$ cat src/rtl/ysyx_22041071_mul_ctrl_pkg.sv
// Shared definitions for the multiply controller: data width, funct3 codes,
// multiplier sign-mode encodings, FSM state encoding and small decode helpers.
// Pure declarations; no timing or backpressure behaviour of its own.
package ysyx_22041071_mul_ctrl_pkg;

    localparam int XLEN = 64;

    // funct3 codes of the RV64M multiply group handled here
    localparam logic [2:0] F3_MUL    = 3'b000;
    localparam logic [2:0] F3_MULH   = 3'b001;
    localparam logic [2:0] F3_MULHSU = 3'b010;
    localparam logic [2:0] F3_MULHU  = 3'b011;

    // m_signed = {src1 signed, src2 signed}; 2'b01 is never produced
    localparam logic [1:0] MSGN_SS = 2'b11;
    localparam logic [1:0] MSGN_SU = 2'b10;
    localparam logic [1:0] MSGN_UU = 2'b00;

    typedef enum logic [1:0] {
        ST_IDLE  = 2'd0,
        ST_BUSY  = 2'd1,
        ST_RESP  = 2'd2,
        ST_DRAIN = 2'd3
    } state_e;

    // Only the four multiply codes are legal, and the word form only with MUL.
    function automatic logic op_legal(input logic [2:0] op, input logic w);
        return (op[2] == 1'b0) && !(w && (op != F3_MUL));
    endfunction

    // A zero operand makes every product zero; the word form only looks at the low half.
    function automatic logic is_zero(input logic w, input logic [XLEN-1:0] x);
        return w ? (x[31:0] == 32'd0) : (x == '0);
    endfunction

    function automatic logic [1:0] signed_sel(input logic [2:0] op);
        logic [1:0] s;
        s = MSGN_UU;
        case (op)
            F3_MUL, F3_MULH: s = MSGN_SS;
            F3_MULHSU:       s = MSGN_SU;
            default:         s = MSGN_UU;
        endcase
        return s;
    endfunction

    function automatic logic [XLEN-1:0] sel_result(input logic [2:0] op, input logic w,
                                                   input logic [XLEN-1:0] h,
                                                   input logic [XLEN-1:0] l);
        logic [XLEN-1:0] r;
        r = h;
        if (op == F3_MUL) begin
            r = w ? {{32{l[31]}}, l[31:0]} : l;
        end
        return r;
    endfunction

endpackage

$ cat src/rtl/ysyx_22041071_mul_ctrl_if.sv
// Bundle of the issue handshake, result handshake and multiplier-side signals.
// No logic; slave is the controller's view, master the surrounding EX stage + multiplier.
// Backpressure: in_ready / out_ready / m_ready travel opposite to their valids.
interface ysyx_22041071_mul_ctrl_if;
    import ysyx_22041071_mul_ctrl_pkg::*;

    // issue side (EX stage -> controller)
    logic            in_valid;
    logic            in_ready;
    logic [2:0]      in_op;
    logic            in_w;
    logic [XLEN-1:0] in_src1;
    logic [XLEN-1:0] in_src2;
    logic [4:0]      in_rd;

    // result side (controller -> writeback)
    logic            out_valid;
    logic            out_ready;
    logic [XLEN-1:0] out_data;
    logic [4:0]      out_rd;

    // multiplier side
    logic            m_valid;
    logic [1:0]      m_signed;
    logic            m_w;
    logic [XLEN-1:0] m_mul1;
    logic [XLEN-1:0] m_mul2;
    logic            m_ready;
    logic            m_out_valid;
    logic [XLEN-1:0] m_result_h;
    logic [XLEN-1:0] m_result_l;

    modport slave (
        input  in_valid, in_op, in_w, in_src1, in_src2, in_rd,
        output in_ready,
        output out_valid, out_data, out_rd,
        input  out_ready,
        output m_valid, m_signed, m_w, m_mul1, m_mul2,
        input  m_ready, m_out_valid, m_result_h, m_result_l
    );

    modport master (
        output in_valid, in_op, in_w, in_src1, in_src2, in_rd,
        input  in_ready,
        input  out_valid, out_data, out_rd,
        output out_ready,
        input  m_valid, m_signed, m_w, m_mul1, m_mul2,
        output m_ready, m_out_valid, m_result_h, m_result_l
    );

endinterface

$ cat src/rtl/ysyx_22041071_mul_ctrl.sv
// Sequences one RV64M multiply through an external multiplier and hands the rd value to writeback.
// Latency: 1 issue cycle + multiplier latency + 1 to out_valid; zero-operand/illegal ops respond the cycle after accept.
// Backpressure: one op in flight; in_ready only in IDLE with m_ready; result held in RESP until out_ready; flush drops it.
// Ports: clk, reset (sync, active-high), flush, busy (stall = not IDLE), bus (issue/result/multiplier bundle, slave view).
module ysyx_22041071_mul_ctrl
    import ysyx_22041071_mul_ctrl_pkg::*;
(
    input  logic                     clk,
    input  logic                     reset,
    input  logic                     flush,
    output logic                     busy,
    ysyx_22041071_mul_ctrl_if.slave  bus
);

    state_e          state_q, state_d;
    logic [2:0]      op_q, op_d;
    logic            w_q, w_d;
    logic [4:0]      rd_q, rd_d;
    logic [XLEN-1:0] src1_q, src1_d;
    logic [XLEN-1:0] src2_q, src2_d;
    logic [XLEN-1:0] data_q, data_d;

    logic            in_rdy;
    logic            bypass;

    // flush gates acceptance so a killed instruction can never slip in
    assign in_rdy = (state_q == ST_IDLE) && bus.m_ready && !flush;

    // Ops that need no multiplier: illegal encodings and any zero operand.
    assign bypass = !op_legal(bus.in_op, bus.in_w)
                 || is_zero(bus.in_w, bus.in_src1)
                 || is_zero(bus.in_w, bus.in_src2);

    always_comb begin
        state_d = state_q;
        op_d    = op_q;
        w_d     = w_q;
        rd_d    = rd_q;
        src1_d  = src1_q;
        src2_d  = src2_q;
        data_d  = data_q;

        case (state_q)
            ST_IDLE: begin
                if (bus.in_valid && in_rdy) begin
                    op_d   = bus.in_op;
                    w_d    = bus.in_w;
                    rd_d   = bus.in_rd;
                    src1_d = bus.in_src1;
                    src2_d = bus.in_src2;
                    if (bypass) begin
                        data_d  = '0;
                        state_d = ST_RESP;
                    end else begin
                        state_d = ST_BUSY;
                    end
                end
            end
            ST_BUSY: begin
                // The multiplier cannot be aborted: a flush waits out its product in DRAIN,
                // unless that product is arriving right now.
                if (flush) begin
                    state_d = bus.m_out_valid ? ST_IDLE : ST_DRAIN;
                end else if (bus.m_out_valid) begin
                    data_d  = sel_result(op_q, w_q, bus.m_result_h, bus.m_result_l);
                    state_d = ST_RESP;
                end
            end
            ST_RESP: begin
                if (flush || bus.out_ready) begin
                    state_d = ST_IDLE;
                end
            end
            ST_DRAIN: begin
                if (bus.m_out_valid) begin
                    state_d = ST_IDLE;
                end
            end
            default: state_d = ST_IDLE;
        endcase
    end

    always_ff @(posedge clk) begin
        if (reset) begin
            state_q <= ST_IDLE;
            op_q    <= '0;
            w_q     <= 1'b0;
            rd_q    <= '0;
            src1_q  <= '0;
            src2_q  <= '0;
            data_q  <= '0;
        end else begin
            state_q <= state_d;
            op_q    <= op_d;
            w_q     <= w_d;
            rd_q    <= rd_d;
            src1_q  <= src1_d;
            src2_q  <= src2_d;
            data_q  <= data_d;
        end
    end

    // Multiplier inputs come straight from the operand registers, which only load on
    // accept, so they are stable for the whole BUSY window as the sign logic requires.
    assign bus.m_valid   = (state_q == ST_BUSY);
    assign bus.m_signed  = signed_sel(op_q);
    assign bus.m_w       = w_q;
    assign bus.m_mul1    = src1_q;
    assign bus.m_mul2    = src2_q;

    assign bus.in_ready  = in_rdy;
    assign bus.out_valid = (state_q == ST_RESP);
    assign bus.out_data  = data_q;
    assign bus.out_rd    = rd_q;

    assign busy          = (state_q != ST_IDLE);

endmodule

$ cat src/flat_wrapper.sv
// flat-port wrapper written by rule: the top's interface ports become plain ports
module ysyx_22041071_mul_ctrl_flat import ysyx_22041071_mul_ctrl_pkg::*;
  (clk, reset, flush, busy, bus_in_valid, bus_in_op, bus_in_w, bus_in_src1, bus_in_src2, bus_in_rd, bus_in_ready, bus_out_valid, bus_out_data, bus_out_rd, bus_out_ready, bus_m_valid, bus_m_signed, bus_m_w, bus_m_mul1, bus_m_mul2, bus_m_ready, bus_m_out_valid, bus_m_result_h, bus_m_result_l);
  ysyx_22041071_mul_ctrl_if bus_i ();
  input  logic clk;
  input  logic reset;
  input  logic flush;
  output logic busy;
  input wire logic [$bits(bus_i.in_valid)-1:0] bus_in_valid;
  input wire logic [$bits(bus_i.in_op)-1:0] bus_in_op;
  input wire logic [$bits(bus_i.in_w)-1:0] bus_in_w;
  input wire logic [$bits(bus_i.in_src1)-1:0] bus_in_src1;
  input wire logic [$bits(bus_i.in_src2)-1:0] bus_in_src2;
  input wire logic [$bits(bus_i.in_rd)-1:0] bus_in_rd;
  output wire logic [$bits(bus_i.in_ready)-1:0] bus_in_ready;
  output wire logic [$bits(bus_i.out_valid)-1:0] bus_out_valid;
  output wire logic [$bits(bus_i.out_data)-1:0] bus_out_data;
  output wire logic [$bits(bus_i.out_rd)-1:0] bus_out_rd;
  input wire logic [$bits(bus_i.out_ready)-1:0] bus_out_ready;
  output wire logic [$bits(bus_i.m_valid)-1:0] bus_m_valid;
  output wire logic [$bits(bus_i.m_signed)-1:0] bus_m_signed;
  output wire logic [$bits(bus_i.m_w)-1:0] bus_m_w;
  output wire logic [$bits(bus_i.m_mul1)-1:0] bus_m_mul1;
  output wire logic [$bits(bus_i.m_mul2)-1:0] bus_m_mul2;
  input wire logic [$bits(bus_i.m_ready)-1:0] bus_m_ready;
  input wire logic [$bits(bus_i.m_out_valid)-1:0] bus_m_out_valid;
  input wire logic [$bits(bus_i.m_result_h)-1:0] bus_m_result_h;
  input wire logic [$bits(bus_i.m_result_l)-1:0] bus_m_result_l;
  assign bus_i.in_valid = bus_in_valid;
  assign bus_i.in_op = bus_in_op;
  assign bus_i.in_w = bus_in_w;
  assign bus_i.in_src1 = bus_in_src1;
  assign bus_i.in_src2 = bus_in_src2;
  assign bus_i.in_rd = bus_in_rd;
  assign bus_in_ready = bus_i.in_ready;
  assign bus_out_valid = bus_i.out_valid;
  assign bus_out_data = bus_i.out_data;
  assign bus_out_rd = bus_i.out_rd;
  assign bus_i.out_ready = bus_out_ready;
  assign bus_m_valid = bus_i.m_valid;
  assign bus_m_signed = bus_i.m_signed;
  assign bus_m_w = bus_i.m_w;
  assign bus_m_mul1 = bus_i.m_mul1;
  assign bus_m_mul2 = bus_i.m_mul2;
  assign bus_i.m_ready = bus_m_ready;
  assign bus_i.m_out_valid = bus_m_out_valid;
  assign bus_i.m_result_h = bus_m_result_h;
  assign bus_i.m_result_l = bus_m_result_l;
  ysyx_22041071_mul_ctrl u_core (.clk(clk), .reset(reset), .flush(flush), .busy(busy), .bus(bus_i));
endmodule
$ cat config.mk
export PLATFORM = sky130hd
export DESIGN_NAME = ysyx_22041071_mul_ctrl_flat
export DESIGN_NICKNAME = d
export VERILOG_FILES = /design/src/rtl/ysyx_22041071_mul_ctrl_pkg.sv /design/src/rtl/ysyx_22041071_mul_ctrl_if.sv /design/src/rtl/ysyx_22041071_mul_ctrl.sv /design/src/flat_wrapper.sv
export SDC_FILE = /design/constraint.sdc
export NUM_CORES = 1
export LEC_CHECK = 0
export CAP_MARGIN = 15
export CORE_AREA = 2 2 185 187
export CTS_CLUSTER_SIZE = 12
export DETAILED_ROUTE_END_ITERATION = 8
export DIE_AREA = 0 0 187 189
export PLACE_DENSITY_LB_ADDON = 0.12
export SETUP_SLACK_MARGIN = 0.1
export SLEW_MARGIN = 20
export SYNTH_ARGS = -nofsm -noshare
export SYNTH_HDL_FRONTEND = slang
export SYNTH_SLANG_ARGS = --single-unit
$ cat constraint.sdc
create_clock -name clk -period 1.89 [get_ports clk]
set_clock_uncertainty 0.15 [all_clocks]
set_input_delay 0.378 -clock clk [delete_from_list [all_inputs] [get_ports clk]]
set_output_delay 0.378 -clock clk [all_outputs]
set_load 0.03 [all_outputs]
==> impl_metrics.json <==
{
  "port_buffers": 475,
  "final_nets": 1946,
  "ir_drop_mv": 0.4682,
  "routedWlPerCell_um": 19.46,
  "antenna_found_initial": 12,
  "syn_inst": 1100,
  "hp-class": "in2reg",
  "syn-num-nets": 1372,
  "period_needed_ps": 2201,
  "drv_slew": 0,
  "cts_tree": "done",
  "setup_violations": 165,
  "critPathRequiredTime_ps": 2160,
  "syn-cell-area_um2": 8816,
  "place_inst": 2031,
  "drive_gt1_share_pct": 41.13,
  "max_freq_mhz": 454.3,
  "fp-row-count": 67,
  "dr_total_vias": 10010,
  "period_share_pct": 116.5,
  "cts_sinks": 203,
  "numCtsBuffers": 25,
  "clk_pin_slew_ps": 60,
  "place.gp.congestion": 0.8608,
  "worst_ep_arrival_time_ps": 2470,
  "cts.htree.levels": 1,
  "viasPerCell": 4.653,
  "dr.pass1.iters": 4,
  "grt_overflow": 0,
  "ios": 476,
  "grt_max_degree": 124,
  "die_w_um": 187,
  "yosys_warnings": 0,
  "p_per_area_nw_per_um2": 638.6,
  "post-route-util_pct": 53.75,
  "area_growth_pct": 102.9,
  "slew_headroom_pct": 46.18,
  "critPathKind": "in2reg",
  "nFillCells": 3139,
  "max_cap_viol_count": 0,
  "syn_area_per_cell_um2": 8.015,
  "endpoint_kind": "register",
  "cts_root_buf": "clkbuf_16",
  "layout_setup_ws_ps": -311.3,
  "gr-usage-all-layers_pct": 20.56,
  "worst_pin_slew_ps": 807.4,
  "die_y_um": 189,
  "drc": 0,
  "first_iter_violations": 280,
  "violations": "setup timing",
  "insertion_delay_ps": 530,
  "power.leakage_nw": 7.207,
  "dp_hpwl_mm": 27.08,
  "grt_pass1_wl_mm": 56.95,
  "ant_nets": 0,
  "coreArea_um2": 33280,
  "status": "finished with violations",
  "holdWs_ps": 3.467,
  "grt_pass1_vias": 9546,
  "clockBufferDepth": 3,
  "rsz0062_at_grt": "yes",
  "synth_cell_type_count": 31,
  "hold_violations": 0,
  "fp.dieArea_um2": 35340,
  "seq_area_frac_synth_pct": 46.10,
  "ys_seq_elements": 203,
  "stdcell_count": 2150,
  "cp_max_fo": 6,
  "initial_core_util_pct": 26.49,
  "routed_wl_mm": 41.85,
  "critPathLaunchType": "input pin"
}
==> logic make-up after synthesis <==
logic type,after synthesis,share of synthesized area [%]
simple gates,498,24.84
compound gates,245,15.11
buf+inv,90,5.038
mux,64,8.913
flops,203,46.10
==> cell usage in the layout (no fill, tap or decap), types with 30 or more instances in the layout <==
cell type | netlist | final
a21oi_1 | 204 | 91
clkdlybuf4s50_1 | 0 | 141
clkdlybuf4s15_2 | 0 | 128
mux2_4 | 28 | 32
clkbuf_16 | 0 | 41
dfxtp_1 | 203 | 198
buf_4 | 0 | 73
nand2b_1 | 35 | 35
a21oi_2 | 0 | 112
nor2b_1 | 36 | 33
nand2_1 | 374 | 266
dlygate4sd2_1 | 0 | 93
clkbuf_2 | 0 | 67
mux2i_1 | 32 | 30
nand2_4 | 0 | 79
o211ai_1 | 32 | 32
==> synth_stat cells (all sizes together) <==
cell | instances | area (um^2)
a21oi | 204 | 1021
a221oi | 1 | 15.01
a311oi | 1 | 8.760
and2 | 2 | 12.51
buf | 29 | 215.2
clkbuf | 59 | 221.5
dfxtp | 203 | 4064
inv | 2 | 7.500
mux2 | 32 | 465.4
mux2i | 32 | 320.3
nand2 | 374 | 1404
nand2b | 35 | 219.0
nand3b | 1 | 7.510
nand4 | 8 | 50.05
nor2 | 5 | 26.27
nor2b | 36 | 225.2
nor3 | 3 | 20.02
nor3b | 1 | 18.77
nor4 | 32 | 200.2
o211ai | 32 | 240.2
o21ai | 4 | 23.77
o21bai | 2 | 15.01
o32ai | 1 | 8.760
or3 | 1 | 6.260
==> power by group <==
| group | leakage, nW | total [W] | internal (W) | switching (W) |
|---|---|---|---|---|
| clock network | 0.379 | 0.00460 | 0.00269 | 0.00191 |
| logic | 5.18 | 0.00237 | 0.00118 | 0.00119 |
| registers | 1.65 | 0.00445 | 0.00439 | 0.0000611 |
| total | 7.21 | 0.0114 | 0.00826 | 0.00316 |
==> flip-flops by register name, indices dropped and copies added (netlist names) <==
register,flops
u_core.bus.m_mul1,64
u_core.bus.m_mul2,64
u_core.bus.out_data,64
u_core.bus.out_rd,5
u_core.op_q,3
u_core.state_q,2
u_core.bus.m_w,1
==> final timing paths <==
path / slack [ps] / to / from / cells past startpoint
setup / recovery: -310 / u_core.bus.out_data[26] / bus_in_src2[33] / 12
hold / removal: 3 / u_core.bus.m_mul1[58] / bus_in_src1[58] / 3
setup reg to reg: -220 / u_core.bus.out_data[26] / u_core.state_q[1] / 11
hold reg to reg: 300 / u_core.bus.m_mul2[22] / u_core.bus.m_mul2[22] / 2
==> layout make-up <==
type	count	area (um^2)	area share, %
Clock inverter	8	71.32	0.3987
Sequential cell	203	4073	22.77
Timing Repair Buffer	633	6680	37.35
Multi-Input combinational cell	809	5767	32.24
Clock buffer	37	700.7	3.917
Antenna cell	10	25.02	0.1399
Tap cell	448	560.5	3.134
Inverter	2	10.01	0.05596
==> metal layers <==
metal  vias up  share of wire (%)  global-route usage, %  wire, um
met5         -              0.093                      0        39
met4         6                3.4                  7.418      1416
met3        83                8.6                  7.748      3597
li1       4876                  -                      -         -
met2       367                 50                  35.77     20730
met1      4673                 38                  22.94     16070
==> per-stage QoR <==
step | setup TNS, ps | total power (W) | area [um^2] | setup slack, ps
2_1_floorplan | -17430 | 0.005298 | 8838 | -258.4
3_3_place_gp | -130770 | 0.006477 | 14710 | -1383
3_5_place_dp | -135040 | 0.006484 | 14710 | -1429
4_1_cts | -13620 | 0.01120 | 16340 | -287.7
5_1_grt | -33610 | 0.01186 | 17880 | -352.2
6_report | -19600 | 0.01142 | 17890 | -311.3
==> worst max-delay path, cell delays in order <==
cell and delay [ps]:
clkdlybuf4s15_1 270, nor4_4 220, buf_4 160, nand4_1 130
o21bai_2 250, a221oi_4 120, o21ai_4 180, buf_12 120
buf_8 100, buf_12 110, buf_16 120, mux2_4 290
==> timing repair <==
item | 4_1_cts | 5_1_grt
hold buffers | 4 | 5
pin swaps | 48 | 188
endpoints found under the hold margin | 4 | 5
cloned | 13 | 19
gates resized for setup | 760 | 431
setup buffers | 10 | 16
endpoints found under the setup margin | 400 | 266
No activity file was read; power rests on OpenSTA's default activity.
